File: src/rtl/wall_pixel_fetch.sv
// Address stage for the wall sprite ROM: maps VGA pixel coordinates to a ROM
// read address, then registers the returned palette index two cycles later.
module wall_pixel_fetch #(
  parameter int H_ACTIVE   = 640,
  parameter int WALL_W     = 10,
  parameter int TILE_H     = 10,
  parameter int RIGHT_BASE = 629,
  parameter int BLANK_ADDR = 320,
  localparam int ROW_W     = $clog2(TILE_H)
) (
  input  logic             Clk,
  input  logic             Reset_n,
  input  logic             frame_start,
  input  logic             pix_en,
  input  logic [9:0]       DrawX,
  input  logic [9:0]       DrawY,
  input  logic [3:0]       rom_data,
  output logic [18:0]      rom_addr,
  output logic [3:0]       wall_idx,
  output logic             wall_hit,
  output logic             pix_valid,
  output logic [9:0]       DrawX_out,
  output logic [9:0]       DrawY_out,
  output logic [0:0]       dbg_state,
  output logic [ROW_W-1:0] dbg_trow
);

  typedef enum logic [0:0] {WAIT_FRAME = 1'b0, RUN = 1'b1} state_t;

  state_t             state_q, state_d;
  logic [ROW_W-1:0]   trow_q, trow_d;
  logic [18:0]        rom_addr_q, rom_addr_d;
  logic               s1_hit_q, s1_hit_d;
  logic               s1_valid_q, s1_valid_d;
  logic [9:0]         s1_x_q, s1_x_d, s1_y_q, s1_y_d;
  logic [3:0]         wall_idx_q, wall_idx_d;
  logic               wall_hit_q, wall_hit_d;
  logic               pix_valid_q, pix_valid_d;
  logic [9:0]         x_out_q, x_out_d, y_out_q, y_out_d;

  logic               in_run;
  logic               eol;
  logic [ROW_W-1:0]   eff_row;
  logic [18:0]        row_base;
  logic [18:0]        x19;

  always_comb begin
    state_d = state_q;
    if (frame_start) state_d = RUN;

    // The frame_start cycle itself counts as RUN so pixel (0,0) is fetched.
    in_run  = (state_q == RUN) || frame_start;
    eff_row = frame_start ? '0 : trow_q;
    eol     = pix_en && (DrawX == 10'(H_ACTIVE - 1));

    trow_d = trow_q;
    if (frame_start)
      trow_d = eol ? ROW_W'(1) : '0;
    else if (eol)
      trow_d = (eff_row == ROW_W'(TILE_H - 1)) ? '0 : eff_row + ROW_W'(1);

    row_base   = 19'(eff_row) * 19'(WALL_W);
    x19        = 19'(DrawX);
    rom_addr_d = 19'(BLANK_ADDR);
    s1_hit_d   = 1'b0;
    if (in_run && pix_en) begin
      if (x19 < 19'(WALL_W)) begin
        rom_addr_d = row_base + x19;
        s1_hit_d   = 1'b1;
      end else if (x19 >= 19'(H_ACTIVE - WALL_W)) begin
        rom_addr_d = 19'(RIGHT_BASE) + row_base + (x19 - 19'(H_ACTIVE - WALL_W));
        s1_hit_d   = 1'b1;
      end
    end
    s1_valid_d = pix_en && in_run;
    s1_x_d     = DrawX;
    s1_y_d     = DrawY;

    // rom_data is the combinational read of rom_addr_q, i.e. of stage 1.
    wall_idx_d  = s1_hit_q ? rom_data : 4'd0;
    wall_hit_d  = s1_hit_q;
    pix_valid_d = s1_valid_q;
    x_out_d     = s1_x_q;
    y_out_d     = s1_y_q;
  end

  always_ff @(posedge Clk) begin
    if (!Reset_n) begin
      state_q     <= WAIT_FRAME;
      trow_q      <= '0;
      rom_addr_q  <= 19'(BLANK_ADDR);
      s1_hit_q    <= 1'b0;
      s1_valid_q  <= 1'b0;
      s1_x_q      <= '0;
      s1_y_q      <= '0;
      wall_idx_q  <= '0;
      wall_hit_q  <= 1'b0;
      pix_valid_q <= 1'b0;
      x_out_q     <= '0;
      y_out_q     <= '0;
    end else begin
      state_q     <= state_d;
      trow_q      <= trow_d;
      rom_addr_q  <= rom_addr_d;
      s1_hit_q    <= s1_hit_d;
      s1_valid_q  <= s1_valid_d;
      s1_x_q      <= s1_x_d;
      s1_y_q      <= s1_y_d;
      wall_idx_q  <= wall_idx_d;
      wall_hit_q  <= wall_hit_d;
      pix_valid_q <= pix_valid_d;
      x_out_q     <= x_out_d;
      y_out_q     <= y_out_d;
    end
  end

  assign rom_addr  = rom_addr_q;
  assign wall_idx  = wall_idx_q;
  assign wall_hit  = wall_hit_q;
  assign pix_valid = pix_valid_q;
  assign DrawX_out = x_out_q;
  assign DrawY_out = y_out_q;
  assign dbg_state = state_q;
  assign dbg_trow  = trow_q;

endmodule

File: config.mk
export PLATFORM = sky130hd
export DESIGN_NAME = wall_pixel_fetch
export DESIGN_NICKNAME = d
export VERILOG_FILES = /design/src/rtl/wall_pixel_fetch.sv
export SDC_FILE = /design/constraint.sdc
export NUM_CORES = 1
export LEC_CHECK = 0
export ABC_AREA = 1
export CAP_MARGIN = 10
export CORE_MARGIN = 2
export CORE_UTILIZATION = 38
export CTS_CLUSTER_DIAMETER = 50
export DETAILED_ROUTE_END_ITERATION = 6
export GPL_TIMING_DRIVEN = 0
export PLACE_DENSITY = 0.69
export SYNTH_ARGS = -nofsm -noshare
export SYNTH_HDL_FRONTEND = slang
export SYNTH_SLANG_ARGS = --single-unit
File: constraint.sdc
create_clock -name Clk -period 3.7 [get_ports Clk]
set_clock_uncertainty 0.15 [all_clocks]
set_input_delay 0.925 -clock Clk [delete_from_list [all_inputs] [get_ports Clk]]
set_output_delay 0.925 -clock Clk [all_outputs]
set_load 0.01 [all_outputs]
; After elaboration in Yosys (flattened, before gate mapping)
; Index checks and enable logic that the tools add are counted.
; W data, S select, Z words.
[op_classes]
n_addsub = 5
mul = 1
order_cmp = 2
n_eq_ne = 2
muxes = 9
reduce_logical = 6
[ops]
columns = operator, count
row1 = $mux W19, 2
row2 = $mux W4, 4
row3 = $add A12 B11 Y13, 1
row4 = $add A10 B8 Y11 const A, 1
row5 = $add A8 B10 Y11, 1
row6 = $sub A10 B10 Y11 const B, 1
row7 = $eq A10 B10 Y1 const B, 1
row8 = $ge A10 B10 Y1 const B, 1
row9 = $lt A10 B4 Y1 const B, 1
row10 = $mul A4 B3 Y7 const B, 1
row11 = $add A4 B1 Y4 const B, 1
row12 = $eq A4 B4 Y1 const B, 1
row13 = $reduce_and A2 Y1, 2
row14 = $mux W1, 3
row15 = $logic_and A1 B1 Y1, 2
row16 = $reduce_bool A2 Y1, 1
row17 = $logic_or A1 B1 Y1, 1
[totals]
regBits = 72
output_inout_bits = 50

; Longest topological paths before layout
[logic_depth]
word_depth = 6
depth_mapped = 22
depth_no_buf = 22

; Least setup slack after synthesis
; No wires, ideal clock.
[synth_timing]
kind = input to register
startpoint = input port frame_start
endpoint = register rom_addr_q[10] (netlist: rom_addr[10])
setup_time_ns = 0.118
arrival_ns = 3.344
setup_slack_ns = 0.088
path_stages = 21
n_path_buf = 0
path_cell_list = inv_2 -> nand2_2 -> inv_1 -> nor2_1 -> nor2_1 -> ha_1 -> inv_1 -> fa_1 -> inv_1 -> nand3_1 -> a21oi_2 -> xor2_1 -> ha_1 -> nand2_1 -> inv_1 -> nand3_1 -> nand3_1 -> nand2_1 -> nand3b_1 -> nand3_1 -> o21ai_1
[synth_via]
elab_chain_len = 6
elab_cells_between_ends = 10
[synth_lines]
columns = item, line
row1 = "start, declared", 13  ; input logic frame_start,
row2 = $mux W4, 53  ; eff_row = frame_start ? '0 : trow_q;
row3 = $mul A4 B3 Y7, 62  ; row_base = 19'(eff_row) * 19'(WALL_W);
row4 = $add A10 B8 Y11, 71  ; rom_addr_d = 19'(RIGHT_BASE) + row_base + (x19 - 19'(H_ACTIVE - WALL_W));
row5 = $add A12 B11 Y13, 71
row6 = $mux W19, 70  ; end else if (x19 >= 19'(H_ACTIVE - WALL_W)) begin
row7 = $mux W19, 67  ; if (x19 < 19'(WALL_W)) begin
row8 = "end signal, assigned", 91  ; rom_addr_q <= 19'(BLANK_ADDR);
row9 = "end signal, assigned", 104  ; rom_addr_q <= rom_addr_d;
row10 = "end, declared", 32  ; logic [18:0] rom_addr_q, rom_addr_d;
; Several ways; a longest one is shown, not always the timed one.
; A chain may end at the register's enable or synchronous reset.

; Worst setup path after layout
; Ends and elaborated chain as after synthesis.

==> impl_metrics.json <==
{
  "final_period_minus_worst_setup_slack_ns": 3.54,
  "internal-power_uw": 1300,
  "dominant_register_cell_in_the_synthesized_netlist": "sky130_fd_sc_hd__dfxtp_1",
  "antennaDiodeCount": 0,
  "area_delta_synth_final_pct": 40.1,
  "layout.area.seq_um2": 1320,
  "synth_largest_area_cell": "sky130_fd_sc_hd__dfxtp_1",
  "worstSetupStartpointType": "primary input",
  "cts_tree": "yes",
  "dr.first_iter.drc_count": 106,
  "ir_drop_mv": 0.247,
  "synthDominantCellAreaShare_pct": 40.9,
  "yosys.cell_types.count": 36,
  "synth_sequential_area_ratio_pct": 40.9,
  "top_level_ports": 78,
  "gr-total-overflow": 0,
  "cts-root-to-sink-buffers": 2,
  "dpl_cell_area_um2": 4130,
  "ys_seq_elements": 66,
  "netSwitchingFraction_pct": 25.1,
  "grt_pass1_wl_um": 11800,
  "route.met3.wl_um": 493,
  "syn_area_um2": 3230,
  "design.die.area_um2": 9270,
  "grt_start_max_net_pins": 14,
  "finish.instance_area_um2": 4530,
  "seq_power_share_pct": 43.0,
  "final_hold_viol_count": 0,
  "timing_worst_slew_pin_value_ns": 0.470,
  "synth-warning-count": 0,
  "detailed_place_hpwl_um": 5730,
  "holdCritPathClass": "reg -> reg",
  "synth_top_cells_by_area": "sky130_fd_sc_hd__dfxtp_1 41%, sky130_fd_sc_hd__nand2_1 12%, sky130_fd_sc_hd__inv_1 9.9%, sky130_fd_sc_hd__ha_1 7.4%, sky130_fd_sc_hd__nand3_1 4.2%",
  "timing.setup.critical_path_class": "in -> reg",
  "route.detailed.drc": 0,
  "finalPower_uw": 1730,
  "most_common_library_cell_in_the_layout_ignoring_fill_and_taps": "sky130_fd_sc_hd__nand2_1",
  "total_clock_sinks": 66,
  "power_frac_clock_pct": 43.9,
  "net-switching-power_uw": 435,
  "wl_met2_um": 3580,
  "status": "complete, no violations",
  "num_vias": 2863,
  "achievable-frequency_mhz": 282,
  "final_max_slew_viol_count": 0,
  "layout.cells.most_common_list": "101 x sky130_fd_sc_hd__nand2_1, 82 x sky130_fd_sc_hd__inv_1, 75 x sky130_fd_sc_hd__clkdlybuf4s50_1",
  "grt.total_usage_pct": 16.8,
  "final_antenna_net_count": 0,
  "initial_standard_cell_utilization_of_the_core_pct": 39.4,
  "row_count": 33,
  "first_pass_iters": 4,
  "grt_antenna_before_repair": 0,
  "tritoncts.num_buffers": 9,
  "power_frac_comb_pct": 13.1,
  "finalSetupViolCount": 0,
  "clk_transition_reported_paths_ns": 0.08,
  "synth-async-reset-ratio_pct": 0,
  "cp.required_ns": 3.79,
  "critical_path.max_fanout": 5,
  "post-route-period-util_pct": 95.8,
  "post_synth_inst_count": 428,
  "synth_area_per_inst_um2": 7.56,
  "design.final.nets": 575,
  "area_of_combinational_cells_with_multiple_inputs_um2": 1560,
  "finish.utilization_pct": 55.1,
  "p_leak_uw": 0.00230,
  "avgViaCountPerCell": 4.50,
  "setup_tns_final_ns": 0,
  "mappedNetlistNets": 477,
  "synth-edff-count": 0,
  "finalWirelength_um": 7570,
  "share_of_final_layout_standard_cells_stronger_than_drive_strength_1_pct": 15.8,
  "cts_root_buffer": "sky130_fd_sc_hd__clkbuf_8",
  "die_w_um": 96.3,
  "place_congestion": 0.922,
  "max-slew-margin-rel_pct": 68.6,
  "fillerInstances": 763,
  "routed.top_layer": "met4",
  "core-area_um2": 8220,
  "timing.critical_path.arrival_ns": 3.63,
  "insertion_delay_ns": 0.36,
  "clock_tree.htree_level_count": 3,
  "port_buffers": 76,
  "avgRoutedWirePerCell_um": 11.9,
  "max-cap-violations": 0,
  "die_h_um": 96.3,
  "first_global_vias": 2617,
  "power_per_cell_area_nw_per_um2": 382,
  "wirelength_met1_um": 3390,
  "cp-end-kind": "flip-flop"
}
-- layout make-up --
cell class,count,share of cell area (%)
Sequential cell,66,29.2
Timing Repair Buffer,87,18.5
Inverter,94,7.90
Multi-Input combinational cell,257,34.5
Tap cell,105,2.90
Clock buffer,9,2.73
Buffer,11,1.57
Clock inverter,7,2.76
-- worst max-delay path: stages --
cell and delay (ns):
sky130_fd_sc_hd__buf_2 0.14, sky130_fd_sc_hd__clkinv_4 0.09, sky130_fd_sc_hd__buf_4 0.12, sky130_fd_sc_hd__nand2_4 0.06, sky130_fd_sc_hd__nor2_4 0.11, sky130_fd_sc_hd__ha_2 0.20, sky130_fd_sc_hd__inv_1 0.06, sky130_fd_sc_hd__fa_2 0.56
sky130_fd_sc_hd__nand3_2 0.10, sky130_fd_sc_hd__a21oi_2 0.12, sky130_fd_sc_hd__xor2_1 0.18, sky130_fd_sc_hd__ha_1 0.28, sky130_fd_sc_hd__a21oi_1 0.19, sky130_fd_sc_hd__nand3_2 0.11, sky130_fd_sc_hd__nand2_2 0.09, sky130_fd_sc_hd__nand3b_1 0.13
sky130_fd_sc_hd__nand3_1 0.11, sky130_fd_sc_hd__o21ai_1 0.06
-- path summary, 6_finish.rpt --
check             slack (ns)         from  depth (start not counted)           end
hold reg to reg         0.26    s1_x_q[5]                          2  DrawX_out[5]
setup / recovery        0.16  frame_start                         18  rom_addr[10]
hold / removal          0.26    s1_x_q[5]                          2  DrawX_out[5]
setup reg to reg        0.46  dbg_trow[1]                         17  rom_addr[10]
-- synth_stat cells, drive strengths merged, types with 3 or more instances --
master  instances
nor3            6
dfxtp          66
xor2            7
nor2           26
a21oi          24
clkbuf          4
nand2         113
buf             7
inv            92
ha             19
nand4           3
xnor2           5
o21ai           9
nand3          32
-- routing by layer --
layer / GRT usage [%] / vias up
met1: 21.2 / 1267
met5: 0 / -
met2: 28.0 / 77
li1: - / 1506
met4: 5.83 / 0
met3: 3.76 / 13
-- flip-flops by register name (all words and copies together) (netlist names) --
name,cells
pix_valid,1
pix_valid_d,1
wall_idx,4
s1_hit_q,1
rom_addr,13
dbg_state,1
wall_hit,1
DrawX_out,10
s1_x_q,10
DrawY_out,10
dbg_trow,4
s1_y_q,10
-- repair_timing --
action                     CTS  global route
hold buffers                 0             0
setup endpoints to repair    7             7
resized for setup            9            15
setup buffers                8             3
pin swaps                    3            12
-- power groups by stage --
stage	clock network (uW)	logic (uW)	registers [uW]
floorplan	0	112	767
global placement	0	210	760
detailed placement	0	212	760
CTS	775	219	744
global route	800	254	746
finish	760	227	744
-- cell families (layout without fill, tap and decap cells) --
kind of cell / after synthesis / count (layout) / share of synthesized area [%]
and+or+nand+nor: 184 / 184 / 27.3
buffers and inverters: 105 / 208 / 13.1
DFF: 66 / 66 / 40.9
AOI/OAI and AO/OA: 40 / 40 / 6.92
adders and majority gates: 21 / 21 / 8.59
xor gates and xnor gates: 12 / 12 / 3.25
-- stage by stage --
step | hold slack, ns | setup WS [ns] | cells
2_1_floorplan | 0.240 | 0.0880 | 428
3_3_place_gp | 0.243 | -0.754 | 609
3_5_place_dp | 0.247 | -0.829 | 609
4_1_cts | 0.266 | 0.00668 | 633
5_1_grt | 0.283 | -0.0259 | 636
6_report | 0.263 | 0.156 | 636
Power figures use the tool's default switching activity.
